[src/rtl/dpram_arb_pkg.sv]
// dpram_arb_pkg: shared client encoding and constants for the dual-port RAM arbiter
package dpram_arb_pkg;
  typedef enum logic {CLIENT_A = 1'b0, CLIENT_B = 1'b1} client_e;
  localparam client_e RST_PTR = CLIENT_A;
  localparam int RD_LATENCY = 2;
endpackage

[src/rtl/rr_arb2.sv]
// rr_arb2: two-way round-robin arbiter; the pointer moves to the other client after any grant
import dpram_arb_pkg::*;
module rr_arb2 (
  input  logic       clk,
  input  logic       rst,
  input  logic [1:0] req,
  output logic [1:0] gnt
);
  client_e ptr;
  // pointer holder wins a tie; a lone requester always wins
  always_comb begin
    gnt[0] = req[0] & ((ptr == CLIENT_A) | ~req[1]);
    gnt[1] = req[1] & ((ptr == CLIENT_B) | ~req[0]);
  end
  // hand priority to the client that was not just served
  always_ff @(posedge clk)
    if (rst) ptr <= RST_PTR;
    else if (|gnt) ptr <= gnt[0] ? CLIENT_B : CLIENT_A;
endmodule

[src/rtl/dpram_rr_arbiter.sv]
// dpram_rr_arbiter: shares one dual-port RAM between clients A and B with per-port round-robin
import dpram_arb_pkg::*;
module dpram_rr_arbiter #(
  parameter int DATA_WIDTH    = 16,
  parameter int ADDRESS_SIZE  = 3,
  parameter int ADDRESS_DEPTH = 8
) (
  input  logic                    clk,
  input  logic                    rst,
  input  logic                    a_wr_req,
  input  logic [ADDRESS_SIZE-1:0] a_wr_addr,
  input  logic [DATA_WIDTH-1:0]   a_wr_data,
  output logic                    a_wr_gnt,
  input  logic                    a_rd_req,
  input  logic [ADDRESS_SIZE-1:0] a_rd_addr,
  output logic                    a_rd_gnt,
  output logic                    a_rd_valid,
  output logic [DATA_WIDTH-1:0]   a_rd_data,
  input  logic                    b_wr_req,
  input  logic [ADDRESS_SIZE-1:0] b_wr_addr,
  input  logic [DATA_WIDTH-1:0]   b_wr_data,
  output logic                    b_wr_gnt,
  input  logic                    b_rd_req,
  input  logic [ADDRESS_SIZE-1:0] b_rd_addr,
  output logic                    b_rd_gnt,
  output logic                    b_rd_valid,
  output logic [DATA_WIDTH-1:0]   b_rd_data,
  output logic                    ram_we,
  output logic [ADDRESS_SIZE-1:0] ram_wr_addr,
  output logic [DATA_WIDTH-1:0]   ram_wr_data,
  output logic                    ram_re,
  output logic [ADDRESS_SIZE-1:0] ram_rd_addr,
  input  logic [DATA_WIDTH-1:0]   ram_rd_data
);
  if (ADDRESS_DEPTH != 2 ** ADDRESS_SIZE) begin : g_bad_depth
    $error("ADDRESS_DEPTH must equal 2**ADDRESS_SIZE");
  end
  logic [1:0] wg, rg;
  logic [DATA_WIDTH-1:0] rd_word;
  client_e rd_own;
  rr_arb2 u_wr_arb (.clk(clk), .rst(rst), .req({b_wr_req, a_wr_req} & {2{~rst}}), .gnt(wg));
  rr_arb2 u_rd_arb (.clk(clk), .rst(rst), .req({b_rd_req, a_rd_req} & {2{~rst}}), .gnt(rg));
  assign {b_wr_gnt, a_wr_gnt} = wg;
  assign {b_rd_gnt, a_rd_gnt} = rg;
  // write-first: a same-cycle write to the read address overrides the stale RAM word
  assign rd_word = (ram_we && ram_wr_addr == ram_rd_addr) ? ram_wr_data : ram_rd_data;
  // register the granted command; addr/data hold when idle
  always_ff @(posedge clk)
    if (rst) begin
      ram_we      <= 1'b0;
      ram_wr_addr <= '0;
      ram_wr_data <= '0;
      ram_re      <= 1'b0;
      ram_rd_addr <= '0;
      rd_own      <= CLIENT_A;
    end else begin
      ram_we <= |wg;
      ram_re <= |rg;
      if (|wg) begin
        ram_wr_addr <= wg[1] ? b_wr_addr : a_wr_addr;
        ram_wr_data <= wg[1] ? b_wr_data : a_wr_data;
      end
      if (|rg) begin
        ram_rd_addr <= rg[1] ? b_rd_addr : a_rd_addr;
        rd_own      <= rg[1] ? CLIENT_B : CLIENT_A;
      end
    end
  // capture the read word and steer the valid pulse to the owning client
  always_ff @(posedge clk)
    if (rst) begin
      a_rd_valid <= 1'b0;
      b_rd_valid <= 1'b0;
      a_rd_data  <= '0;
      b_rd_data  <= '0;
    end else begin
      a_rd_valid <= ram_re && rd_own == CLIENT_A;
      b_rd_valid <= ram_re && rd_own == CLIENT_B;
      if (ram_re && rd_own == CLIENT_A) a_rd_data <= rd_word;
      if (ram_re && rd_own == CLIENT_B) b_rd_data <= rd_word;
    end
  logic [3:0] req_v, gnt_v;
  assign req_v = {b_rd_req, a_rd_req, b_wr_req, a_wr_req};
  assign gnt_v = {b_rd_gnt, a_rd_gnt, b_wr_gnt, a_wr_gnt};
  for (genvar g = 0; g < 4; g++) begin : g_hold
    assert property (@(posedge clk) disable iff (rst) req_v[g] && !gnt_v[g] |=> req_v[g])
      else $error("request %0d dropped before grant", g);
  end
endmodule

[config.mk]
export PLATFORM = sky130hd
export DESIGN_NAME = dpram_rr_arbiter
export DESIGN_NICKNAME = d
export VERILOG_FILES = /design/src/rtl/dpram_arb_pkg.sv /design/src/rtl/rr_arb2.sv /design/src/rtl/dpram_rr_arbiter.sv
export SDC_FILE = /design/constraint.sdc
export NUM_CORES = 1
export LEC_CHECK = 0
export CAP_MARGIN = 20
export CORE_MARGIN = 2
export CORE_UTILIZATION = 38
export DETAILED_ROUTE_END_ITERATION = 10
export PLACE_DENSITY = 0.83
export SLEW_MARGIN = 40
export SYNTH_ARGS = -nofsm -noshare
export SYNTH_HDL_FRONTEND = slang
export SYNTH_HIERARCHICAL = 1
export SYNTH_SLANG_ARGS = --single-unit
[constraint.sdc]
create_clock -name clk -period 2.3 [get_ports clk]
set_input_delay 0.575 -clock clk [delete_from_list [all_inputs] [get_ports clk]]
set_output_delay 0.575 -clock clk [all_outputs]
set_load 0.02 [all_outputs]
## Yosys cells after proc, flatten, opt, wreduce, memory -nomap -nowiden

Index checks and enable logic that the tools add are counted.

| storage, ports and cells | value |
|---|---|
| register bits | 61 |
| bits of input ports | 66 |
| output and inout port bits | 62 |
| logic and storage cells | 43 |

| operators by class | value |
|---|---|
| eq/ne operators | 1 |
| muxes and demuxes | 7 |
| bitwise logic cells | 18 |
| reductions and logical operators | 5 |

Operators with widths:

| operator | count |
|---|---|
| 2-to-1 mux 16 bit | 2 |
| NOT 1 bit | 8 |
| 2-to-1 mux 3 bit | 2 |
| bitwise AND 1 bit | 4 |
| bitwise AND 2 bit | 2 |
| OR 1 bit | 4 |
| OR reduction 2 bit | 2 |
| equality test 3 bit | 1 |
| logical AND 1 bit | 3 |
| 2-to-1 mux 1 bit | 3 |

## Logic depth before layout (Yosys ltp)

Gate-level depths: netlist of the first run.

| depth | value |
|---|---|
| word-level depth | 6 |
| gate-level depth with buffers | 8 |
| depth with buffers taken out | 5 |

## By module

Netlist of the first run, hierarchy kept.

Modules (own cells, without submodules):

| module | times used | cells an instance | area an instance (um2) | sequential area each (um2) |
|---|---|---|---|---|
| dpram_rr_arbiter | 1 | 288 | 2706.3 | 1181.1 |
| rr_arb2 | 2 | 6 | 58.8 | 20.0 |

## Worst setup path before layout of the first run

No wires, ideal clock.

| timing | value |
|---|---|
| kind | input port to flip-flop |
| start | in rst |
| end | reg ram_wr_data[10] |
| library setup time | 0.128 ns |
| arrival | 2.740 ns |
| data required time | 2.172 ns |
| slack | -0.568 ns |
| stages on the path | 8 |
| path buffers | 3 |
| cells stage by stage | clkbuf_1 -> clkbuf_1 -> nor2b_1 -> a21boi_0 -> clkbuf_1 -> mux2_2 -> mux2i_1 -> nor2_1 |

| between the ends | value |
|---|---|
| word-level cells in the longest chain between the ends | 6 |
| elaborated cells between the ends (all ways) | 10 |
| those cells by class | mux (1); bitwise (8); reduce/logical (1) |

RTL lines:

| item | line | source |
|---|---|---|
| start, declared | dpram_rr_arbiter.sv:9 | `input logic rst,` |
| NOT 1 bit * | dpram_rr_arbiter.sv:41 | `rr_arb2 u_wr_arb (.clk(clk), .rst(rst), .req({b_wr_req, a_wr_req} & {2{~rst}}), .gnt(wg));` |
| bitwise AND 2 bit * | dpram_rr_arbiter.sv:41 |  |
| NOT 1 bit | rr_arb2.sv:12 | `gnt[0] = req[0] & ((ptr == CLIENT_A) \| ~req[1]);` |
| OR 1 bit | rr_arb2.sv:12 |  |
| bitwise AND 1 bit * | rr_arb2.sv:12 |  |
| via a_wr_gnt | dpram_rr_arbiter.sv:13 | `output logic a_wr_gnt,` |
| OR reduction 2 bit * | dpram_rr_arbiter.sv:59 | `if (\|wg) begin` |
| end signal, assigned | dpram_rr_arbiter.sv:61 | `ram_wr_data <= wg[1] ? b_wr_data : a_wr_data;` |
| end, declared | dpram_rr_arbiter.sv:30 | `output logic [DATA_WIDTH-1:0] ram_wr_data,` |

The timed path passes the listed nets; every way through them passes the cells marked *.
A chain may end at the register's enable or synchronous reset.

## Final worst setup path of the first run

| timing | value |
|---|---|
| start | in a_wr_req |
| end | out b_wr_gnt |

| between the ends | value |
|---|---|
| word-level cells in the longest chain between the ends | 4 |

RTL lines:

| item | line | source |
|---|---|---|
| start, declared | dpram_rr_arbiter.sv:10 | `input logic a_wr_req,` |
| bitwise AND 2 bit | dpram_rr_arbiter.sv:41 |  |
| NOT 1 bit | rr_arb2.sv:13 | `gnt[1] = req[1] & ((ptr == CLIENT_B) \| ~req[0]);` |
| OR 1 bit | rr_arb2.sv:13 |  |
| bitwise AND 1 bit | rr_arb2.sv:13 |  |
| end, declared | dpram_rr_arbiter.sv:22 | `output logic b_wr_gnt,` |

Every way passes these cells.

==> reports/summary.txt, run 1 <==
Finished Layout Cells = 524
Global Route Usage Sum = 0.2055
fin crit share = 0.9837
reg2reg setup slack = 0.35 ns
Yosys cell types = 21
Die Width = 90.21 µm
DRT iter0 DRCs = 195
Clk pwr share = 0.347
setup repair after global routing missed its margin = no
peak fanout along the critical path = 2
Post-Syn Nets = 366
switching share of total power = 0.2758
Leak = 1.580 nW
total power = 2.827 mW
Post-Syn Instances = 300
final wirelength = 8372 µm
post-synthesis cell area = 2824 µm²
Setup violations, final = 0
core area = 7214 µm²
min-delay worst type = register to register
max-cap viol count = 0
reg-to-reg critical path startpoint = ram_wr_addr[1]
status = finished, final reports clean
Critical Path Source = a_wr_req
endpoints failing hold = 0
DR DRC count = 0
P&R area growth vs syn = 58.84%
Flop pwr share = 0.415
FMAX = 0.4420 GHz
crit path launch type = input port
required time at the worst-slack endpoint = 1.73 ns
Max Buffers Root-to-Sink = 2
Die Footprint = 8137 µm²
Psw = 0.7798 mW
Worst Tran Pin Value = 0.7535 ns
Pre-antenna DRT Iters = 4
Worst EP arrival = 1.69 ns
reg2reg end = a_rd_data[8]
vias in the first global route = 2712
filler cell count = 633
clock sink count = 61
Diodes inserted = 0
total global routing overflow = 0
pin count of the biggest net entering global routing = 59
Internal Power = 2.047 mW
Peak supply drop = 0.3526 mV
placed cell areas = 4238 µm²
part of the power in combinational logic = 0.237
Crit. End Element = output port
via count = 2762
commonest non-fill, non-tap cell in the layout = clkdlybuf4s50_1
minimum clock period = 2.263 ns
R2R cell count = 4
total CTS buffers = 9
die height = 90.21 µm
critical setup path kind = input port to output port
register area share after synthesis = 0.4324
Initial Utilization = 0.3914
headroom to the max-slew limit = 0.4969
Cells after DPL = 508
clock-pin slew on the worst setup and hold paths = 0.06 ns
CTS tree = built
hold path start = b_rd_data[3]
Detail Route Antenna Nets = 0
fin. max-slew vios = 0
Synth warnings = 6
final instance area = 4486 µm²
post-DP HPWL = 6081 µm
Final GP Congestion = 0.8043
commonest cells after routing, fill and taps aside = clkdlybuf4s50_1 (122), dfxtp_1 (61), nor2_1 (59)
post-synthesis area per instance = 9.413 µm²
layout cells sized above 1 = 0.1694
global-route wire length before repair = 13420 µm
initial antenna violation count = 0
# port buffers = 127
clk_skew = 0.007158 ns
# IOs = 128
PD cells = 630.2 nW/µm²
Yosys reg bits = 61
clk_lat worst skew = 0.33 ns
# nets final = 486
H-tree depth = 3
Root Buffer = clkbuf_8
num rows = 31
drt via density = 5.271
Worst Setup EP = b_wr_gnt
Routed wire per std cell = 15.98 µm
## per-layer routing
layer  share of wire  GRT usage
met5               0          0
met4           0.024    0.09231
met3           0.061    0.05951
met2            0.49     0.3296
met1            0.43     0.2560
## power groups by stage
stage                     logic [mW]  clock network (mW)  registers (mW)
after detailed placement       0.665                   0            1.20
after global placement         0.647                   0            1.19
after global routing           0.717                1.06            1.18
after CTS                      0.666                1.00            1.17
final                          0.671               0.982            1.17
after floorplan                0.284                   0            1.26
## cells in the mapped netlist
cell type   n  share of area
nand2b_4    2         0.0097
dfxtp_1    61           0.43
nand2b_1    2         0.0044
clkbuf_1   22          0.029
a311oi_1   32          0.099
nand2_1    16          0.021
nor2_1     59          0.078
a21oi_1     3         0.0053
a21boi_0    2         0.0053
mux2_2     22          0.088
inv_1       2         0.0027
clkbuf_2    1         0.0018
mux2i_1    22          0.078
xor2_1      3         0.0093
and2_1      3         0.0066
nor2b_1     7          0.016
o41ai_1    16          0.050
buf_4       1         0.0027
or4_4       3          0.012
buf_2       8          0.014
or4_1      13          0.035
## worst min-delay path by stage
stage               cells after the start            end  slack, ns
CTS                                     2   b_rd_data[3]       0.50
detailed placement                      2   b_rd_data[3]       0.49
floorplan                               2   u_rd_arb/ptr       0.47
global placement                        2  b_rd_data[11]       0.49
finish                                  2   b_rd_data[3]       0.50
global route                            2  b_rd_data[14]       0.51
## critical path, cell delays in order
cell and delay [ns]:
clkdlybuf4s50_1 0.46, nor2b_4 0.17, nand2b_4 0.06, and2_1 0.17
clkdlybuf4s15_2 0.25
## kinds of logic (layout without fill, tap and decap cells)
family                    Yosys count  in the layout  synth area share
DFF                                61             61            0.4324
and+or+nand+nor                   105            105            0.1825
xor gates and xnor gates            3              3          0.009306
buffers and inverters              34            159           0.05051
muxes                              44             44            0.1657
AOI/OAI and AO/OA                  53             53            0.1595
## state kept, by name, indices dropped and copies added (netlist names)
name          flops
ram_wr_addr       3
ram_rd_addr       3
ram_we            1
u_wr_arb/ptr      1
a_rd_valid        1
ram_wr_data      16
b_rd_data        16
b_rd_valid        1
rd_own            1
a_rd_data        16
u_rd_arb/ptr      1
ram_re            1
## per-stage QoR
| stage | setup TNS (ns) | util | hold WS, ns | setup slack [ns] |
|---|---|---|---|---|
| 6_report | 0 | 0.6217 | 0.4962 | 0.03745 |
| 3_5_place_dp | -4.002 | 0.5874 | 0.4922 | -0.4384 |
| 3_3_place_gp | -2.880 | 0.5858 | 0.4851 | -0.3485 |
| 2_1_floorplan | 0 | - | 0.4693 | 0.03521 |
| 5_1_grt | 0 | 0.6217 | 0.5147 | 0.001748 |
| 4_1_cts | 0 | 0.6174 | 0.4999 | 0.01197 |
## cell type report
class	instances	area, µm²	share of cell area
flip-flops and latches	61	1221	0.2722
clock buffers	12	165.2	0.03682
inverters	2	7.507	0.001674
well taps	99	123.9	0.02762
multi-input cells	205	1559	0.3476
clock inverters	4	45.04	0.01004
repair buffers	141	1364	0.3040
## timing repair
| item | CTS | global route |
|---|---|---|
| endpoints found under the setup margin | 4 | 4 |
| hold buffers | 0 | 0 |
| hold endpoints to repair | 0 | 0 |
| buffers inserted | 0 | 0 |
| pin swaps | 0 | 0 |
| resized for setup | 15 | 5 |
(Power assumes the default switching activity.)
==> inputs of run 2 (changes only) <==
--- a/config.mk
+++ b/config.mk
@@ -6,7 +6,7 @@
 export NUM_CORES = 1
 export LEC_CHECK = 0
 export CAP_MARGIN = 20
-export CORE_MARGIN = 2
+export CORE_ASPECT_RATIO = 1.2
 export CORE_UTILIZATION = 38
 export DETAILED_ROUTE_END_ITERATION = 10
 export PLACE_DENSITY = 0.83
==> constraint.sdc (replaced) <==
create_clock -name clk -period 2.3 [get_ports clk]
set_input_delay 0.575 -clock clk [delete_from_list [all_inputs] [get_ports clk]]
set_output_delay 0.575 -clock clk [all_outputs]
set_load 0.005 [all_outputs]
==> run 2 against run 1 <==
  * Global-route usage rose by 1.1 points
  * Power fell by 3.0%
  * Die area fell by 4.4%
  * Critical endpoint unchanged
  * Largest cell class unchanged
==> reports/summary.txt, run 2 (synthesized netlist as in run 1, its figures left out) <==
P&R area growth vs syn = 56.89%
Post-CTS Setup Inserts = 0 (unchanged)
initial antenna violation count = 0 (unchanged)
peak fanout along the critical path = 2 (unchanged)
PD cells = 618.8 nW/µm² (-1.8%)
Die Width = 80.70 µm (-11%)
global-route wire length before repair = 12530 µm (-6.6%)
post-DP HPWL = 5849 µm (-3.8%)
Initial Utilization = 0.3905 (-0.0009481)
CTS tree = built
fin crit share = 0.9783 (-0.005427)
top flop regs = a_rd_data: 16 flops, b_rd_data: 16 flops, ram_wr_data: 16 flops
Die Footprint = 7782 µm² (-4.4%)
required time at the worst-slack endpoint = 1.73 ns (about the same)
fin. max-slew vios = 0 (unchanged)
commonest cells after routing, fill and taps aside = clkdlybuf4s50_1 (122), dfxtp_1 (61), nor2_1 (59)
Crit. End Element = output port
# IOs = 128 (unchanged)
Worst EP arrival = 1.68 ns (about the same)
min-delay worst type = register to register
pin count of the biggest net entering global routing = 43 (-27%)
Worst Tran Pin Value = 0.6399 ns (-0.1136 ns)
clk_lat worst skew = 0.33 ns (about the same)
Diodes inserted = 0 (unchanged)
commonest non-fill, non-tap cell in the layout = clkdlybuf4s50_1
Leak = 1.572 nW (-0.50%)
clock sink count = 61 (unchanged)
Max Buffers Root-to-Sink = 2 (unchanged)
H-tree depth = 3 (unchanged)
core area = 7232 µm² (+0.24%)
Finished Layout Cells = 514 (-1.9%)
Pre-antenna DRT Iters = 4 (unchanged)
final wirelength = 8093 µm (-3.3%)
Cells after DPL = 499 (-1.8%)
die height = 96.44 µm (+6.9%)
DRT iter0 DRCs = 176 (-9.7%)
clock-pin slew on the worst setup and hold paths = 0.06 ns (about the same)
Global Route Usage Sum = 0.2161 (+0.01059)
layout cells sized above 1 = 0.1604 (-0.009034)
Routed wire per std cell = 15.75 µm (-1.5%)
total global routing overflow = 0 (unchanged)
clk_skew = 0.009010 ns (+0.001852 ns)
Peak supply drop = 0.3053 mV (-13%)
critical setup path kind = input port to output port
FMAX = 0.4444 GHz (+0.55%)
vias in the first global route = 2550 (-6.0%)
total CTS buffers = 9 (unchanged)
# port buffers = 127 (unchanged)
headroom to the max-slew limit = 0.5727 (+0.07588)
endpoints failing hold = 0 (unchanged)
num rows = 34 (+9.7%)
Root Buffer = clkbuf_8
crit path launch type = input port
minimum clock period = 2.250 ns (-0.01248 ns)
drt via density = 5.323 (+0.99%)
# nets final = 485 (-0.21%)
Detail Route Antenna Nets = 0 (unchanged)
setup repair after global routing missed its margin = no
status = finished, final reports clean
max-cap viol count = 0 (unchanged)
Final GP Congestion = 0.8263 (+2.7%)
Setup violations, final = 0 (unchanged)
DR DRC count = 0 (unchanged)
total power = 2.742 mW (-3.0%)
via count = 2736 (-0.94%)
## run 2: changes by cell type in the layout (fill, tap and decap cells not counted), sizes merged
cell,before,now
buf,17,14
dlygate4sd2,0,3
clkbuf,12,13
clkdlybuf4s15,2,0
## run 2: worst max-delay path, stage by stage
cell and delay (ns):
clkdlybuf4s50_1 0.46, nor2b_4 0.17, nand2b_4 0.06, and2_4 0.15
dlygate4sd2_1 0.25
## run 2: cell type report
cell class | instances | area (µm²)
Multi-Input combinational cell | 205 | 1524
Sequential cell | 61 | 1221
Inverter | 2 | 7.507
Timing Repair Buffer | 140 | 1355
Clock inverter | 4 | 45.04
Tap cell | 90 | 112.6
Clock buffer | 12 | 165.2
Fill cell | 646 | 2801
## run 2: metrics by stage
step / utilization / setup TNS, ns / cell area (µm²) / hold WS (ns) / setup WS, ns
detailed placement: 0.5825 / -2.054 / 4213 / 0.4924 / -0.2397
CTS: 0.6137 / -0.04453 / 4438 / 0.4998 / -0.02492
global placement: 0.5810 / -1.214 / 4202 / 0.4846 / -0.2239
floorplan: - / 0 / 2834 / 0.4573 / 0.004745
global route: 0.6126 / 0 / 4431 / 0.5256 / 0.007170
finish: 0.6126 / 0 / 4431 / 0.4974 / 0.04993
## run 2: final timing paths
kind                                startpoint       endpoint  slack (ns)  depth (start not counted)
worst max-delay path                  a_wr_req       b_wr_gnt        0.05                          5
worst min-delay path              b_rd_data[4]   b_rd_data[4]        0.50                          2
worst max register to register  ram_wr_addr[0]  b_rd_data[10]        0.47                          4
worst min register to register    b_rd_data[4]   b_rd_data[4]        0.50                          2
## run 2: where the power goes
part / switching, mW / internal (mW) / leakage (nW)
registers: 0.0521 / 1.12 / 0.500
logic: 0.247 / 0.333 / 0.961
clock network: 0.405 / 0.584 / 0.112
## run 2: metal layers
layer | global-route usage | wire length [µm] | up-vias
met3 | 0.04695 | 441 | 10
li1 | - | - | 1344
met4 | 0.09226 | 159 | 0
met2 | 0.3609 | 4054 | 110
met1 | 0.2674 | 3438 | 1272
met5 | 0 | 0 | -
## run 2: timing repair
action	in CTS	in global routing
hold buffers	0	0
hold endpoints to repair	0	0
endpoints found under the setup margin	4	2
gates resized for setup	10	4
gates cloned	0	0
